[src/rtl/imem_uart_loader.sv]
// rtl/imem_uart_loader.sv - byte-stream loader for instruction memory with length/checksum validation
// Holds the core in reset until a complete, checksum-valid image has been written.
module imem_uart_loader #(
  parameter int          ADDR_WIDTH     = 8,
  parameter logic [7:0]  SYNC_BYTE      = 8'hA5,
  parameter int          TIMEOUT_CYCLES = 1000000
) (
  input  logic                  clk,
  input  logic                  rst,
  input  logic [7:0]            in_data,
  input  logic                  in_valid,
  output logic                  in_ready,
  output logic                  imem_we,
  output logic [ADDR_WIDTH-1:0] imem_addr,
  output logic [31:0]           imem_wdata,
  output logic                  cpu_rst_n,
  output logic                  done,
  output logic                  error,
  output logic [ADDR_WIDTH:0]   words_loaded
);

  localparam int          TW      = $clog2(TIMEOUT_CYCLES + 1);
  localparam logic [16:0] MAX_LEN = 17'(2 ** ADDR_WIDTH);

  typedef enum logic [2:0] {
    S_SYNC, S_LEN_HI, S_LEN_LO, S_DATA, S_CSUM, S_DONE, S_ERROR
  } state_t;

  state_t          state;
  logic [7:0]      len_hi;
  logic [15:0]     len;
  logic [1:0]      byte_cnt;
  logic [23:0]     word_sr;
  logic [7:0]      csum;
  logic [TW-1:0]   tcnt;

  logic accept;
  logic restart;
  logic timing;

  assign accept  = in_valid && in_ready;
  assign restart = accept && (in_data == SYNC_BYTE) &&
                   (state == S_SYNC || state == S_DONE || state == S_ERROR);
  assign timing  = (state == S_LEN_HI) || (state == S_LEN_LO) ||
                   (state == S_DATA)   || (state == S_CSUM);

  always_ff @(posedge clk) begin
    if (rst) begin
      state        <= S_SYNC;
      in_ready     <= 1'b0;
      imem_we      <= 1'b0;
      imem_addr    <= '0;
      imem_wdata   <= '0;
      cpu_rst_n    <= 1'b0;
      done         <= 1'b0;
      error        <= 1'b0;
      words_loaded <= '0;
      len_hi       <= '0;
      len          <= '0;
      byte_cnt     <= '0;
      word_sr      <= '0;
      csum         <= '0;
      tcnt         <= '0;
    end else begin
      in_ready <= 1'b1;
      imem_we  <= 1'b0;

      // Address/count advance in the cycle after each write strobe.
      if (imem_we) begin
        imem_addr    <= imem_addr + 1'b1;
        words_loaded <= words_loaded + 1'b1;
      end

      if (!timing || accept) tcnt <= '0;
      else                   tcnt <= tcnt + 1'b1;

      if (restart) begin
        state        <= S_LEN_HI;
        cpu_rst_n    <= 1'b0;
        done         <= 1'b0;
        error        <= 1'b0;
        imem_addr    <= '0;
        words_loaded <= '0;
        csum         <= '0;
        byte_cnt     <= '0;
      end else if (timing && !accept && tcnt == TW'(TIMEOUT_CYCLES - 1)) begin
        state     <= S_ERROR;
        error     <= 1'b1;
        cpu_rst_n <= 1'b0;
      end else if (accept) begin
        case (state)
          S_LEN_HI: begin
            len_hi <= in_data;
            state  <= S_LEN_LO;
          end
          S_LEN_LO: begin
            len <= {len_hi, in_data};
            if ({1'b0, len_hi, in_data} > MAX_LEN) begin
              state <= S_ERROR;
              error <= 1'b1;
            end else if ({len_hi, in_data} == 16'd0) begin
              state <= S_CSUM;
            end else begin
              state    <= S_DATA;
              byte_cnt <= '0;
            end
          end
          S_DATA: begin
            word_sr  <= {word_sr[15:0], in_data};
            csum     <= csum ^ in_data;
            byte_cnt <= byte_cnt + 1'b1;
            // word_sr keeps assembling while imem_wdata holds the word being written.
            if (byte_cnt == 2'd3) begin
              imem_we    <= 1'b1;
              imem_wdata <= {word_sr, in_data};
              if (16'(words_loaded) + 16'd1 == len) state <= S_CSUM;
            end
          end
          S_CSUM: begin
            if (in_data == csum) begin
              state     <= S_DONE;
              done      <= 1'b1;
              cpu_rst_n <= 1'b1;
            end else begin
              state <= S_ERROR;
              error <= 1'b1;
            end
          end
          default: ;
        endcase
      end
    end
  end

endmodule

[config.mk]
export PLATFORM = sky130hd
export DESIGN_NAME = imem_uart_loader
export DESIGN_NICKNAME = d
export VERILOG_FILES = /design/src/rtl/imem_uart_loader.sv
export SDC_FILE = /design/constraint.sdc
export NUM_CORES = 1
export LEC_CHECK = 0
export BUFFER_PORTS_ARGS = -buffer_cell sky130_fd_sc_hd__buf_2
export CORE_MARGIN = 5
export CORE_UTILIZATION = 45
export CTS_CLUSTER_DIAMETER = 30
export DETAILED_ROUTE_END_ITERATION = 10
export GPL_TIMING_DRIVEN = 0
export HOLD_SLACK_MARGIN = 0.15
export PLACE_DENSITY_LB_ADDON = 0.08
export RECOVER_POWER = 25
export REMOVE_ABC_BUFFERS = 1
export SLEW_MARGIN = 20
export SYNTH_ARGS = -nofsm -noshare
export SYNTH_HDL_FRONTEND = slang
export SYNTH_SLANG_ARGS = --single-unit
[constraint.sdc]
create_clock -name clk -period 3 [get_ports clk]
set_clock_uncertainty 0.2 [all_clocks]
set_input_delay 0.15 -clock clk [delete_from_list [all_inputs] [get_ports clk]]
set_output_delay 0.15 -clock clk [all_outputs]
set_load 0.01 [all_outputs]
==> impl_metrics.yaml, run 1 <==
clock_network:
  ctsHtreeMaxLevel: 4
  cts_tree: "built"
  numCtsBuffers: 17
  worstSkewPairLatency_ps: 410
  cts_sinks: 135
  clockBufferDepth: 2
  clockRootBuffer: "clkbuf_16"
  post_cts_resized: 0
  path_clk_slew_ps: 50
synth:
  yosysSeqAreaShare: 0.4902
  synth_top_family_by_area: "simple AND/OR/NAND/NOR gates"
  synth-xor-area-share: 0.09532
  synth_cell_types: 47
  synth-compound-area-share: 0.1024
  synth_flop_cell: "dfxtp_1"
  synth_adder_area_share: 0.009079
  yosys_warnings: 0
  ys_ff_latch: 135
  synth_mux_area_frac: 0.02179
  synthCells: 675
  synth_edf_count: 0
  synthSimpleGateAreaFrac: 0.2460
  synth_area_um2: 5513
  syn_avg_cell_area_um2: 8.167
  synth-async-reset-ratio: 0
floorplanning:
  row_count: 40
  die_x_um: 120.7
  start_util: 0.4590
  die_area_um2: 14560
  dieHeight_um: 120.7
  ioPinCount: 65
  fp.coreArea_um2: 12010
drt:
  wl_per_cell_um: 13.41
  wl_um: 11960
  drt-pass1-iter-count: 4
  post-route-drc-count: 0
  antenna_left: 0
  via_count: 4612
  dr.first_iter.drc_count: 218
  via_per_inst: 5.170
sta:
  hold_viol: 0
  report.final.slew_viol_count: 0
  fmax_ghz: 0.3708
  setup_viol_count_final: 0
  fin_setup_tns_ps: 0
  slew_headroom: 0.4257
  fin_crit_ps: 2697
  worst_slew_pin_slew_ps: 859.4
  rsz0062_at_grt: "false"
  fin_crit_sh: 0.8989
power:
  power_leakage_nw: 2.324
  ir_drop_v: 0.0003190
  finalPower_mw: 3.848
  p_per_area_nw_per_um2: 588.8
layout:
  drive_above_1_share: 0.07919
  antenna_cells: 0
  stdcell_area_um2: 6535
  final_cells: 892
  nets: 748
  area_delta_synth_final_pct: 18.54
grt:
  grt_usage: 0.1719
  overflow: 0
  grt_max_degree: 84
  grt_pass1_vias: 4459
  grt_pass1_wl_um: 20510
  antenna_found_initial: 0
worst_setup_path:
  r2r_slack_ps: 300
  path_max_fanout: 6
  arrival_ps: 2740
  required_ps: 3040
  critical_path_class: "register to register"
  cp-end-kind: "register"
  start_kind: "register"
place:
  place.port_buffers: 64
  gp_congestion: 0.8223
  dpl-instance-area_um2: 5912
  post-place-cells: 850
  hpwlAfterDp_um: 8023
status:
  status: "completed"
flow_run:
  maxCapViolations: 0
min_path:
  hold_class: "register to register"
[timing repair]
action / 4_1_cts / 5_1_grt
buffers inserted: 0 / 0
hold buffers: 11 / 0
hold endpoints to repair: 76 / 0
[area by class of cell]
type,instances,area (um^2)
Tap cell,147,183.9
Multi-Input combinational cell,491,2633
Clock inverter,8,98.84
Inverter,10,37.54
Sequential cell,135,2703
Fill cell,1130,5477
Timing Repair Buffer,78,411.6
Clock buffer,23,467.9
[critical path: stages (launching register included)]
cell,delay [ps]
dfxtp_1,440
ha_1,280
nand3_1,140
nor2_4,170
nand4_1,110
a2111o_1,440
a2111oi_2,440
or3_1,200
a221oi_1,90
[flip-flops by register name (all words and copies together), names as in the netlist]
| register | flops |
|---|---|
| len_hi | 8 |
| tcnt | 20 |
| byte_cnt | 2 |
| error | 1 |
| word_sr | 24 |
| state | 3 |
| imem_wdata | 32 |
| len | 16 |
| done | 1 |
| in_ready | 1 |
| imem_we | 1 |
| imem_addr | 8 |
| words_loaded | 9 |
| csum | 8 |
| cpu_rst_n | 1 |
[cells by family after synthesis]
| group | count (synthesis) |
|---|---|
| AND/OR/NAND/NOR | 312 |
| flip-flops | 135 |
| AO/OA/AOI/OAI | 103 |
| XOR/XNOR | 60 |
| buffers and inverters | 49 |
| multiplexers | 12 |
| adder cells (fa/ha/maj) | 4 |
[layout by cell type (no fill, tap or decap), types with 4 or more instances in the layout]
cell type and instances:
o21ai_0 9, clkbuf_1 51, nand3_1 12, or3_1 5, a21oi_1 82, xnor2_1 21, nor3_1 10, nand4_1 10
mux2i_1 12, nand2_1 168, nor2_1 69, dfxtp_1 135, and3_1 6, dlygate4sd3_1 11, inv_1 10, clkbuf_16 17
buf_2 16, xor2_1 39, nor4_1 10, ha_1 4
[cell usage after synthesis, types with 11 or more instances]
library cell | n | area [um^2]
a21oi_1 | 82 | 410.4
clkbuf_1 | 30 | 112.6
dfxtp_1 | 135 | 2703
mux2i_1 | 12 | 120.1
nand2_1 | 170 | 638.1
nand3_1 | 12 | 60.06
nor2_1 | 69 | 259.0
nor3_1 | 11 | 55.05
xnor2_1 | 21 | 183.9
xor2_1 | 39 | 341.6
[path summary, 6_finish.rpt]
check / cells past startpoint / start / to
hold reg to reg: 1 / tcnt[0] / tcnt[0]
hold / removal: 1 / tcnt[0] / tcnt[0]
setup reg to reg: 8 / words_loaded[0] / state[0]
setup / recovery: 8 / words_loaded[0] / state[0]
[where the power goes]
group	switching [mW]	internal, mW	total (mW)	leakage, nW
sequential	0.000467	1.79	1.80	1.09
combinational	0.0491	0.0207	0.0699	0.964
clock	0.724	1.26	1.98	0.273
total	0.774	3.07	3.85	2.32
[through the flow]
step	setup slack [ps]	utilization	hold WS (ps)
floorplan	96.58	-	19.07
global placement	-1051	0.4879	229.5
detailed placement	119.0	0.4922	237.9
CTS	12.10	0.5485	249.4
global route	87.22	0.5441	258.7
finish	303.3	0.5441	245.2
[routing by layer]
| layer | global-route usage | share of wire |
|---|---|---|
| met4 | 0.07153 | 0.017 |
| met1 | 0.2138 | 0.49 |
| met3 | 0.04256 | 0.039 |
| met5 | 0 | 0 |
| met2 | 0.2843 | 0.46 |
Power figures use the tool's default switching activity.
==> run 2: changes to the inputs <==
Settings changed: PLACE_DENSITY_LB_ADDON 0.08 to unset.
==> impl_metrics.yaml, run 2 (synthesized netlist as in run 1, its figures left out) <==
layout:
  area_delta_synth_final_pct: 19.56
  mostFrequentLayoutCells: "nand2_1, dfxtp_1, a21oi_1, nor2_1, clkbuf_1"
  drive_above_1_share: 0.08591
  antenna_cells: 0
  nets: 747
  regMostFlops: "imem_wdata"
  final_util: 0.5488
  final_common_cell: "nand2_1"
  top_regs: "imem_wdata x32, word_sr x24, tcnt x20"
  largest_register_ffs: 32
place:
  place.port_buffers: 64
  gp_congestion: 0.8386
  hpwlAfterDp_um: 8088
clock_network:
  cts_sinks: 135
  clockRootBuffer: "clkbuf_16"
  cts_tree: "built"
  numCtsBuffers: 17
  worstSkewPairLatency_ps: 410
  path_clk_slew_ps: 60
  clockBufferDepth: 2
  ctsHtreeMaxLevel: 4
power:
  switchingPower_mw: 0.8164
  p_int_mw: 3.216
  p_comb_frac: 0.017
  swShare: 0.2024
  ir_drop_v: 0.0004001
  finalPower_mw: 4.033
  pwr-share-seq: 0.445
  power_leakage_nw: 2.352
  p_per_area_nw_per_um2: 611.8
  clkPwrFrac: 0.538
status:
  status: "completed"
worst_setup_path:
  path_max_fanout: 6
  critical_path_class: "register to register"
  required_ps: 3040
  start_kind: "register"
  cp-end-kind: "register"
  arrival_ps: 2720
grt:
  grt_pass1_vias: 4484
  grt_max_degree: 84
  grt_pass1_wl_um: 20840
  grt_usage: 0.1749
  antenna_found_initial: 0
  overflow: 0
sta:
  fmax_ghz: 0.3731
  fin_crit_sh: 0.8933
  slew_headroom: 0.3833
  worst_slew_pin_slew_ps: 922.8
  setup_viol_count_final: 0
  report.final.slew_viol_count: 0
  rsz0062_at_grt: "false"
  fin_crit_ps: 2680
  hold_viol: 0
drt:
  wl_per_cell_um: 13.62
  via_per_inst: 5.159
  via_count: 4602
  antenna_left: 0
  wl_um: 12150
  dr.first_iter.drc_count: 207
  post-route-drc-count: 0
  drt-pass1-iter-count: 5
floorplanning:
  fp.coreArea_um2: 12010
  row_count: 40
  die_area_um2: 14560
  die_x_um: 120.7
  dieHeight_um: 120.7
  start_util: 0.4590
  ioPinCount: 65
flow_run:
  maxCapViolations: 0
min_path:
  hold_class: "register to register"
-- run 2: critical path, stage by stage, from the launching register on --
cell	delay, ps
dfxtp_1	440
ha_1	290
nand3_1	140
nor2_4	170
nand4_1	110
a2111o_1	440
a2111oi_2	440
or3_1	190
a221oi_1	80
-- run 2: path summary, 6_finish.rpt --
path / from / to / slack [ps] / cells after the start
hold reg to reg: tcnt[0] / tcnt[0] / 250 / 1
hold / removal: tcnt[0] / tcnt[0] / 250 / 1
setup reg to reg: words_loaded[0] / state[0] / 320 / 8
setup / recovery: words_loaded[0] / state[0] / 320 / 8
-- run 2: power by group through the flow --
stage | Combinational (mW) | Sequential (mW) | Clock, mW
5_1_grt | 0.0759 | 1.79 | 2.29
6_report | 0.0690 | 1.79 | 2.17
2_1_floorplan | 0.0149 | 1.83 | 0
3_3_place_gp | 0.0582 | 1.83 | 0
4_1_cts | 0.0695 | 1.79 | 2.21
3_5_place_dp | 0.0589 | 1.83 | 0
-- run 2: area by class of cell --
cell class | count | area (um^2)
Clock inverter | 14 | 181.4
Timing Repair Buffer | 77 | 414.1
Inverter | 10 | 37.54
Tap cell | 147 | 183.9
Multi-Input combinational cell | 491 | 2633
Clock buffer | 18 | 439.2
Sequential cell | 135 | 2703
Fill cell | 1148 | 5420
-- run 2: metrics by stage --
| stage | std cells | TNS, ps | hold slack [ps] | setup WS, ps | instance area, um^2 |
|---|---|---|---|---|---|
| after floorplan | 636 | 0 | 19.07 | 96.58 | 5356 |
| after global placement | 847 | -33560 | 229.8 | -1061 | 5861 |
| after detailed placement | 850 | 0 | 239.5 | 99.75 | 5927 |
| after CTS | 892 | 0 | 252.3 | 102.0 | 6648 |
| after global routing | 892 | 0 | 274.4 | 104.7 | 6591 |
| final | 892 | 0 | 249.3 | 320.0 | 6591 |
-- run 2: layer usage --
metal | GRT usage | vias to the layer above | share of wire
li1 | - | 2352 | -
met1 | 0.2222 | 2129 | 0.47
met2 | 0.2826 | 103 | 0.47
met3 | 0.04397 | 18 | 0.049
met4 | 0.07436 | 0 | 0.017
met5 | 0 | - | 0
-- run 2: timing repair --
item / in CTS / in global routing
endpoints found under the hold margin: 76 / 0
setup buffers: 0 / 0
resized for setup: 0 / 0
hold buffers: 10 / 0
==> run 3: changes to the inputs <==
Settings changed: BUFFER_PORTS_ARGS -buffer_cell sky130_fd_sc_hd__buf_2 to unset, DONT_BUFFER_PORTS set to 1.
==> impl_metrics.yaml, run 3 (synthesized netlist as in run 1, its figures left out) <==
layout:
  final_util: 0.5223
  mostFrequentLayoutCells: "nand2_1, dfxtp_1, a21oi_1, nor2_1, xor2_1"
  largest_register_ffs: 32
  regMostFlops: "imem_wdata"
  area_delta_synth_final_pct: 13.80
  fillers: 1155
  drive_above_1_share: 0.06480
  final_cells: 826
  antenna_cells: 0
  top_regs: "imem_wdata x32, word_sr x24, tcnt x20"
  final_common_cell: "nand2_1"
  nets: 683
drt:
  drt-pass1-iter-count: 5
  post-route-drc-count: 0
  wl_per_cell_um: 14.76
  via_count: 4410
  via_per_inst: 5.339
  dr.first_iter.drc_count: 251
  antenna_left: 0
  wl_um: 12190
worst_setup_path:
  required_ps: 3080
  path_max_fanout: 6
  critical_path_class: "register to register"
  max_stage_delay_ps: 470
  r2r_start: "words_loaded[1]"
  arrival_ps: 2820
  critPathLaunch: "words_loaded[1]"
  cp_slowest_cell: "a2111oi_2"
  cp_cell_sequence: "ha_1, nand3_1, nor2_4, nand4_1, a2111o_1, a2111oi_2, or3_1, a221oi_1"
  start_kind: "register"
  cp-end-kind: "register"
  critical-path-top-delay-family: "compound AO/OA/AOI/OAI gates"
  crit_buf_inv: 0
sta:
  hold_viol: 0
  fin_crit_sh: 0.9132
  finalWorstSetupSlack_ps: 260.5
  setup_viol_count_final: 0
  fmax_ghz: 0.3650
  report.final.slew_viol_count: 0
  worst_slew_pin_slew_ps: 916.8
  slew_headroom: 0.3873
  rsz0062_at_grt: "false"
  fin_setup_tns_ps: 0
  fin_crit_ps: 2740
flow_run:
  maxCapViolations: 0
place:
  gp_congestion: 0.8208
  dp_slack_ps: 241.8
  place.port_buffers: 0
  hpwlAfterDp_um: 7896
  post-place-cells: 785
clock_network:
  cts_sinks: 135
  post_cts_buffers: 0
  clockRootBuffer: "clkbuf_16"
  path_clk_slew_ps: 60
  clockBufferDepth: 2
  worstSkewPairLatency_ps: 420
  ctsHtreeMaxLevel: 4
  numCtsBuffers: 17
  cts_tree: "built"
power:
  p_comb_frac: 0.017
  p_per_area_nw_per_um2: 613.9
  finalPower_mw: 3.851
  pwr-share-seq: 0.466
  switchingPower_mw: 0.7840
  p_int_mw: 3.067
  swShare: 0.2036
  clkPwrFrac: 0.517
  power_leakage_nw: 2.194
  ir_drop_v: 0.0003997
grt:
  antenna_found_initial: 1
  grt_max_degree: 84
  grt_pass1_wl_um: 20220
  grt_usage: 0.1738
  overflow: 0
  grt_pass1_vias: 4141
floorplanning:
  start_util: 0.4590
  die_area_um2: 14560
  ioPinCount: 65
  fp.coreArea_um2: 12010
  die_x_um: 120.7
  row_count: 40
  dieHeight_um: 120.7
min_path:
  hold_class: "register to register"
  min_from: "word_sr[19]"
status:
  status: "completed"
run 3: cell types whose count changed in the layout (fill, tap and decap cells not counted), sizes merged:
| cell | delta |
|---|---|
| buf | -17 |
| bufinv | -2 |
| clkbuf | -43 |
| clkinv | -2 |
| clkinvlp | -2 |
run 3: path summary, 6_finish.rpt:
path | cells after the start | end | slack [ps]
setup / recovery | 8 | state[0] | 260
hold / removal | 2 | imem_wdata[27] | 250
hold reg to reg | 2 | imem_wdata[27] | 250
setup reg to reg | 8 | state[0] | 260
run 3: through the flow:
stage | area [um^2] | hold slack, ps
after global routing | 6274 | 271.9
after global placement | 5540 | 25.13
after floorplan | 5356 | 19.07
after detailed placement | 5578 | 28.64
final | 6274 | 252.5
after CTS | 6270 | 254.5
run 3: worst reg2reg max path: stages, from the launching register on:
cell and delay (ps):
dfxtp_1 450, ha_1 300, nand3_1 150, nor2_4 180, nand4_1 110, a2111o_1 440
a2111oi_2 470, or3_1 220, a221oi_1 90
run 3: cell type report:
| type | instances | area, um^2 | share of cell area |
|---|---|---|---|
| Tap cell | 147 | 183.9 | 0.02932 |
| Clock inverter | 8 | 100.1 | 0.01596 |
| Inverter | 10 | 37.54 | 0.005983 |
| Multi-Input combinational cell | 491 | 2634 | 0.4198 |
| Sequential cell | 135 | 2704 | 0.4310 |
| Clock buffer | 22 | 464.2 | 0.07399 |
| Timing Repair Buffer | 13 | 150.1 | 0.02393 |
run 3: power by group through the flow:
stage          registers [mW]  clock network [mW]  logic (mW)
2_1_floorplan            1.83                   0      0.0149
3_3_place_gp             1.83                   0      0.0198
3_5_place_dp             1.83                   0      0.0205
4_1_cts                  1.80                2.03      0.0665
5_1_grt                  1.79                2.11      0.0718
6_report                 1.80                1.99      0.0658
run 3: per-layer routing:
metal | track usage | up-vias | part of all wire
met2 | 0.2658 | 109 | 0.46
met5 | 0 | - | 0.0011
met4 | 0.08569 | 2 | 0.021
met3 | 0.05753 | 23 | 0.061
li1 | - | 2225 | -
met1 | 0.2199 | 2051 | 0.46
run 3: what timing repair did:
| action | 4_1_cts | 5_1_grt |
|---|---|---|
| setup endpoints to repair | 0 | 1 |
| resized for setup | 0 | 1 |
| hold buffers | 11 | 0 |
| endpoints found under the hold margin | 95 | 0 |
